<file path="src/rtl/mul_seq_pkg.sv">
// Package for the sequential multiplier controller (mul_seq_ctrl).
// Purpose : controller state encoding and the ctl codes of the shared ALU.
// Contents: state_t     - controller states IDLE / RUN / DONE
//           ALU_CTL_ADD - ALU ctl code for add (32)
//           ALU_CTL_SUB - ALU ctl code for subtract (34)
//           ALU_CTL_SLT - ALU ctl code for set-less-than (42)
package mul_seq_pkg;

  typedef enum logic [1:0] {
    S_IDLE = 2'd0,
    S_RUN  = 2'd1,
    S_DONE = 2'd2
  } state_t;

  localparam logic [5:0] ALU_CTL_ADD = 6'd32;
  localparam logic [5:0] ALU_CTL_SUB = 6'd34;
  localparam logic [5:0] ALU_CTL_SLT = 6'd42;

endpackage

</file>
<file path="src/rtl/mul_seq_ctrl.sv">
// mul_seq_ctrl - shift-and-add unsigned multiplier sequencer that borrows an
// external, shared ALU for its additions.
//
// Ports:
//   clk         in   rising-edge clock
//   rst_n       in   asynchronous active-low reset
//   start       in   request a multiply (sampled in IDLE only)
//   mcand       in   WIDTH unsigned multiplicand, sampled with start
//   mplier      in   WIDTH unsigned multiplier, sampled with start
//   busy        out  high while the multiply is running
//   done        out  one-cycle pulse, {hi,lo} holds the product
//   hi / lo     out  upper / lower product halves (held until the next start)
//   alu_ctl     out  6-bit ctl to the shared ALU (always the add code)
//   alu_a/alu_b out  ALU operands (zero outside RUN)
//   alu_cin     out  ALU carry-in, always 0
//   alu_result  in   combinational ALU sum of alu_a + alu_b
//   alu_carry   in   ALU carry-out of the MSB
//
// Build option: define MUL_SEQ_EARLY_EXIT_EN to finish early once the
// remaining multiplier bits are all zero; the default build always runs
// exactly WIDTH iterations.
module mul_seq_ctrl
  import mul_seq_pkg::*;
#(
  parameter int         WIDTH       = 32,
  parameter logic [5:0] ALU_ADD_CTL = ALU_CTL_ADD
) (
  input  logic             clk,
  input  logic             rst_n,
  input  logic             start,
  input  logic [WIDTH-1:0] mcand,
  input  logic [WIDTH-1:0] mplier,
  output logic             busy,
  output logic             done,
  output logic [WIDTH-1:0] hi,
  output logic [WIDTH-1:0] lo,
  output logic [5:0]       alu_ctl,
  output logic [WIDTH-1:0] alu_a,
  output logic [WIDTH-1:0] alu_b,
  output logic             alu_cin,
  input  logic [WIDTH-1:0] alu_result,
  input  logic             alu_carry
);

  // Wide enough to hold WIDTH itself (needed for the early-exit shift amount).
  localparam int CW = $clog2(WIDTH + 1);

  state_t           r_state;
  state_t           w_next;
  logic [WIDTH-1:0] r_hi;
  logic [WIDTH-1:0] r_lo;
  logic [WIDTH-1:0] r_mcand;
  logic [CW-1:0]    r_count;
  logic             w_last;

`ifdef MUL_SEQ_EARLY_EXIT_EN
  // Multiplier bits not yet consumed; once zero, every further iteration
  // would only shift {hi,lo} right, so that shift is done in one step.
  logic [WIDTH-1:0]   r_rem;
  logic               w_exit;
  logic [2*WIDTH-1:0] w_exit_prod;

  assign w_exit      = (r_rem == '0);
  assign w_exit_prod = {r_hi, r_lo} >> (CW'(WIDTH) - r_count);
  assign w_last      = w_exit || (r_count == CW'(WIDTH - 1));
`else
  assign w_last      = (r_count == CW'(WIDTH - 1));
`endif

  // ---------------------------------------------------------------- state
  // NOTE: every clocked register uses non-blocking (<=) assignments so all
  // flops update together from pre-edge values; blocking here would chain
  // the updates and break simulation/synthesis equivalence.
  always_ff @(posedge clk or negedge rst_n) begin
    if (!rst_n) r_state <= S_IDLE;
    else        r_state <= w_next;
  end

  // ----------------------------------------------------------- next state
  // NOTE: w_next gets a default before the case so no path leaves it
  // unassigned, which would otherwise infer a latch.
  always_comb begin
    w_next = r_state;
    unique case (r_state)
      S_IDLE:  if (start) w_next = S_RUN;
      S_RUN:   if (w_last) w_next = S_DONE;
      S_DONE:  w_next = S_IDLE;
      default: w_next = S_IDLE;
    endcase
  end

  // -------------------------------------------------------------- outputs
  always_comb begin
    busy    = 1'b0;
    done    = 1'b0;
    alu_ctl = ALU_ADD_CTL;
    alu_a   = '0;
    alu_b   = '0;
    alu_cin = 1'b0;
    unique case (r_state)
      S_RUN: begin
        busy  = 1'b1;
        alu_a = r_hi;
        alu_b = r_lo[0] ? r_mcand : '0;
      end
      S_DONE:  done = 1'b1;
      default: ;
    endcase
  end

  // ------------------------------------------------------------- datapath
  always_ff @(posedge clk or negedge rst_n) begin
    if (!rst_n) begin
      r_hi    <= '0;
      r_lo    <= '0;
      r_mcand <= '0;
      r_count <= '0;
`ifdef MUL_SEQ_EARLY_EXIT_EN
      r_rem   <= '0;
`endif
    end else begin
      if (r_state == S_IDLE && start) begin
        r_mcand <= mcand;
        r_hi    <= '0;
        r_lo    <= mplier;
        r_count <= '0;
`ifdef MUL_SEQ_EARLY_EXIT_EN
        r_rem   <= mplier;
`endif
      end else if (r_state == S_RUN) begin
`ifdef MUL_SEQ_EARLY_EXIT_EN
        if (w_exit) begin
          {r_hi, r_lo} <= w_exit_prod;
        end else begin
          r_hi <= {alu_carry, alu_result[WIDTH-1:1]};
          r_lo <= {alu_result[0], r_lo[WIDTH-1:1]};
        end
        r_rem <= r_rem >> 1;
`else
        // Sum's carry and upper bits become hi; its LSB is a finished
        // product bit that enters lo from the top as lo shifts out mplier.
        r_hi <= {alu_carry, alu_result[WIDTH-1:1]};
        r_lo <= {alu_result[0], r_lo[WIDTH-1:1]};
`endif
        r_count <= r_count + 1'b1;
      end
    end
  end

  assign hi = r_hi;
  assign lo = r_lo;

endmodule

</file>
<file path="config.mk">
export PLATFORM = sky130hd
export DESIGN_NAME = mul_seq_ctrl
export DESIGN_NICKNAME = d
export VERILOG_FILES = /design/src/rtl/mul_seq_pkg.sv /design/src/rtl/mul_seq_ctrl.sv
export SDC_FILE = /design/constraint.sdc
export NUM_CORES = 1
export LEC_CHECK = 0
export BUFFER_PORTS_ARGS = -buffer_cell sky130_fd_sc_hd__buf_2
export CAP_MARGIN = 25
export CORE_ASPECT_RATIO = 1.25
export CORE_MARGIN = 2
export CORE_UTILIZATION = 48
export CTS_BUF_LIST = sky130_fd_sc_hd__clkbuf_4 sky130_fd_sc_hd__clkbuf_8 sky130_fd_sc_hd__clkbuf_16
export CTS_CLUSTER_DIAMETER = 40
export DETAILED_ROUTE_END_ITERATION = 8
export PLACE_DENSITY = 0.83
export SLEW_MARGIN = 40
export SYNTH_ARGS = -nofsm -noshare
export SYNTH_HDL_FRONTEND = slang
export SYNTH_SLANG_ARGS = --single-unit
</file>
<file path="constraint.sdc">
create_clock -name clk -period 4.51 [get_ports clk]
set_input_delay 0.2255 -clock clk [delete_from_list [all_inputs] [get_ports clk]]
set_output_delay 0.2255 -clock clk [all_outputs]
set_load 0.01 [all_outputs]
</file>
==> results.cfg <==
[die]
num_rows = 41
die_w_microns = 94.6
die-area_sq_um = 11100
coreArea_sq_um = 10100
ios = 237
initial_core_util = 0.490
die_height_microns = 117

[detailed_routing]
top_layer = met4
wl_met1_mm = 5.07
drc = 0
first_pass_iters = 4
dr_wl_met3_microns = 606
wl_met2_mm = 6.49
ant_nets = 0
first_iter_violations = 226
avgViaCountPerCell = 5.32
wirelength_mm = 12.4
wl_per_cell_microns = 16.0
vias = 4123

[hold_path]
worstHoldStart = alu_result[19]
min_path_cells = 2
holdCritPathClass = input port to flop
hold_path_end = hi[18]

[placed_design]
gp_congestion = 0.820
dpl-instance-area_sq_um = 6070
numPortBuffers = 229
place_hpwl_mm = 8.61

[critical_path]
cp.arrival_ps = 2400
end_kind = primary output
cp-start-kind = flop
r2r_setup_slack_ps = 2480
crit_type = flop to primary output
r2r-end = r_state[0]
worstPathMaxFanout = 77
cp.required_ps = 4280
rr_startpoint = r_state[1]
ff2ff_path_depth = 5

[pwr]
powerDensity_nw_per_um2 = 462
p_comb_frac = 0.297
ir_drop_v = 0.000202
seq_power_share = 0.454
switchingPower_w = 0.000918
internal_power_w = 0.00202
p_leak_nw = 3.39
swShare = 0.312
power.share.clock = 0.249

[clock_network]
cts_resized = 0
clkTransAtPathRegs_ps = 60
worst_skew_pair.late_latency_ps = 330
clock_sinks = 104
clockBufferDepth = 2
cts_tree = built
root_buffer = clkbuf_16
cts_hold_buf = 1
cts_setup_buffers = 0
htree_levels = 3
cts_buffers = 9

[logic_synthesis]
synth_fa_ha_area_frac = 0.00254
ys_ff_latch = 104
synth_top_family_by_area = compound AO/OA/AOI/OAI gates
synthTopCellsByArea = dfrtp_1, mux2_4, a22o_1, a22oi_1, nor2b_1
synth_cell_types = 31
seq_area_frac_synth = 0.528
synth_xor_area_frac = 0.00178
yosys.area_share.simple = 0.140
syn_avg_cell_area_sq_um = 11.3
syn_inst = 436
synth_area_leader_cell = dfrtp_1
netlist.area_leader.share = 0.528
synth-compound-area-share = 0.182
netlist_area_sq_um = 4930
ys_warn_count = 0
synth.area.mux_share = 0.0957

[global_route]
antenna_found_initial = 0
grt_pass1_wl_mm = 18.9
grt_start_max_net_pins = 78
track_usage = 0.217
grt_pass1_vias = 3885
grt_overflow = 0

[timing]
rsz0062_at_grt = no
min_period_ps = 2620
max_freq_mhz = 381
setup_viol = 0
tightestPinTransition_ps = 749
maxSlewHeadroom = 0.500
finClkSkew_ps = 9.26
hold_violations = 0
fin_tns_setup_ps = 0
finalCritPeriodShare = 0.582
slew_violations = 0

[cells_and_area]
final_cell_mix = buf_2, dfrtp_1, o21ai_0
drive_gt1_frac = 0.441
antenna_cells = 0
area_growth_syn_to_layout_pct = 29.3
layout_commonest_cell = buf_2
fin_nets = 743
fin_area_sq_um = 6370

[run]
cap_violations = 0

[status]
status = finished clean
==> worst max-delay path, stage by stage (launching register included) <==
cell	delay [ps]
dfrtp_1	380
nand2b_1	250
inv_4	550
buf_4	510
and3_1	230
buf_2	130
==> stage by stage <==
step / hold slack [ps] / worst slack, ps / util / total power [W] / instances
3_5_place_dp: 271 / 2000 / 0.604 / 0.00222 / 759
4_1_cts: 98.5 / 1630 / 0.634 / 0.00297 / 775
2_1_floorplan: -70.1 / 2890 / - / 0.00185 / 441
5_1_grt: 105 / 1680 / 0.634 / 0.00313 / 775
3_3_place_gp: 264 / 2110 / 0.603 / 0.00219 / 759
6_report: 115 / 1890 / 0.634 / 0.00294 / 775
==> power by group through the flow <==
stage / clock [W] / sequential, W / combinational (W)
finish: 0.000734 / 0.00134 / 0.000873
floorplan: 0 / 0.00134 / 0.000512
CTS: 0.000756 / 0.00133 / 0.000883
global placement: 0 / 0.00133 / 0.000855
global route: 0.000795 / 0.00136 / 0.000971
detailed placement: 0 / 0.00134 / 0.000881
==> worst max path at each step <==
| stage | from | end | slack [ps] | cells past startpoint |
|---|---|---|---|---|
| after floorplan | r_state[1] | alu_a[10] | 2890 | 6 |
| after global placement | r_state[0] | alu_b[7] | 2110 | 5 |
| after detailed placement | r_state[0] | alu_b[0] | 2000 | 5 |
| after CTS | r_state[1] | alu_b[0] | 1630 | 5 |
| after global routing | r_state[1] | alu_b[14] | 1680 | 5 |
| final | r_state[1] | alu_b[0] | 1890 | 5 |
==> cells in the mapped netlist <==
master and n:
a21oi_1 32, a22o_1 33, a22oi_1 31, and2_1 32, and3_1 32, and3b_1 1
buf_1 2, buf_2 9, buf_4 8, buf_6 3, clkbuf_1 23, conb_1 2
dfrtp_1 104, ha_1 1, inv_1 1, mux2_2 5, mux2_4 27, mux2i_1 1
nand2_1 7, nand2b_1 2, nand3_1 2, nand4_1 1, nor2b_1 33, nor3_1 1
nor3b_1 1, o21ai_0 37, o21bai_2 1, o311ai_0 1, o41ai_1 1, or3b_1 1
xor2_1 1
==> logic make-up after synthesis <==
logic type | count (synthesis)
AOI/OAI and AO/OA | 136
xor gates and xnor gates | 1
adders and majority gates | 1
buffers and inverters | 46
DFF | 104
muxes | 33
other | 2
and+or+nand+nor | 113
==> cell type report <==
class / instances / area, sq um
fill: 825 / 3680
sequential: 104 / 2600
multi-input combinational: 291 / 2120
timing repair buffer: 235 / 1200
clock buffer: 13 / 274
tap: 129 / 161
clock inverter: 2 / 13.8
inverter: 1 / 6.26
==> routing by layer <==
| layer | track usage | vias to the layer above |
|---|---|---|
| li1 | - | 1962 |
| met1 | 0.279 | 1987 |
| met4 | 0.101 | 0 |
| met5 | 0 | - |
| met3 | 0.0262 | 19 |
| met2 | 0.367 | 155 |
==> flip-flops by register name (all words and copies together) (netlist names) <==
signal	cells
lo	32
r_state	2
r_count	6
r_mcand	32
hi	32
(Power assumes the default switching activity.)
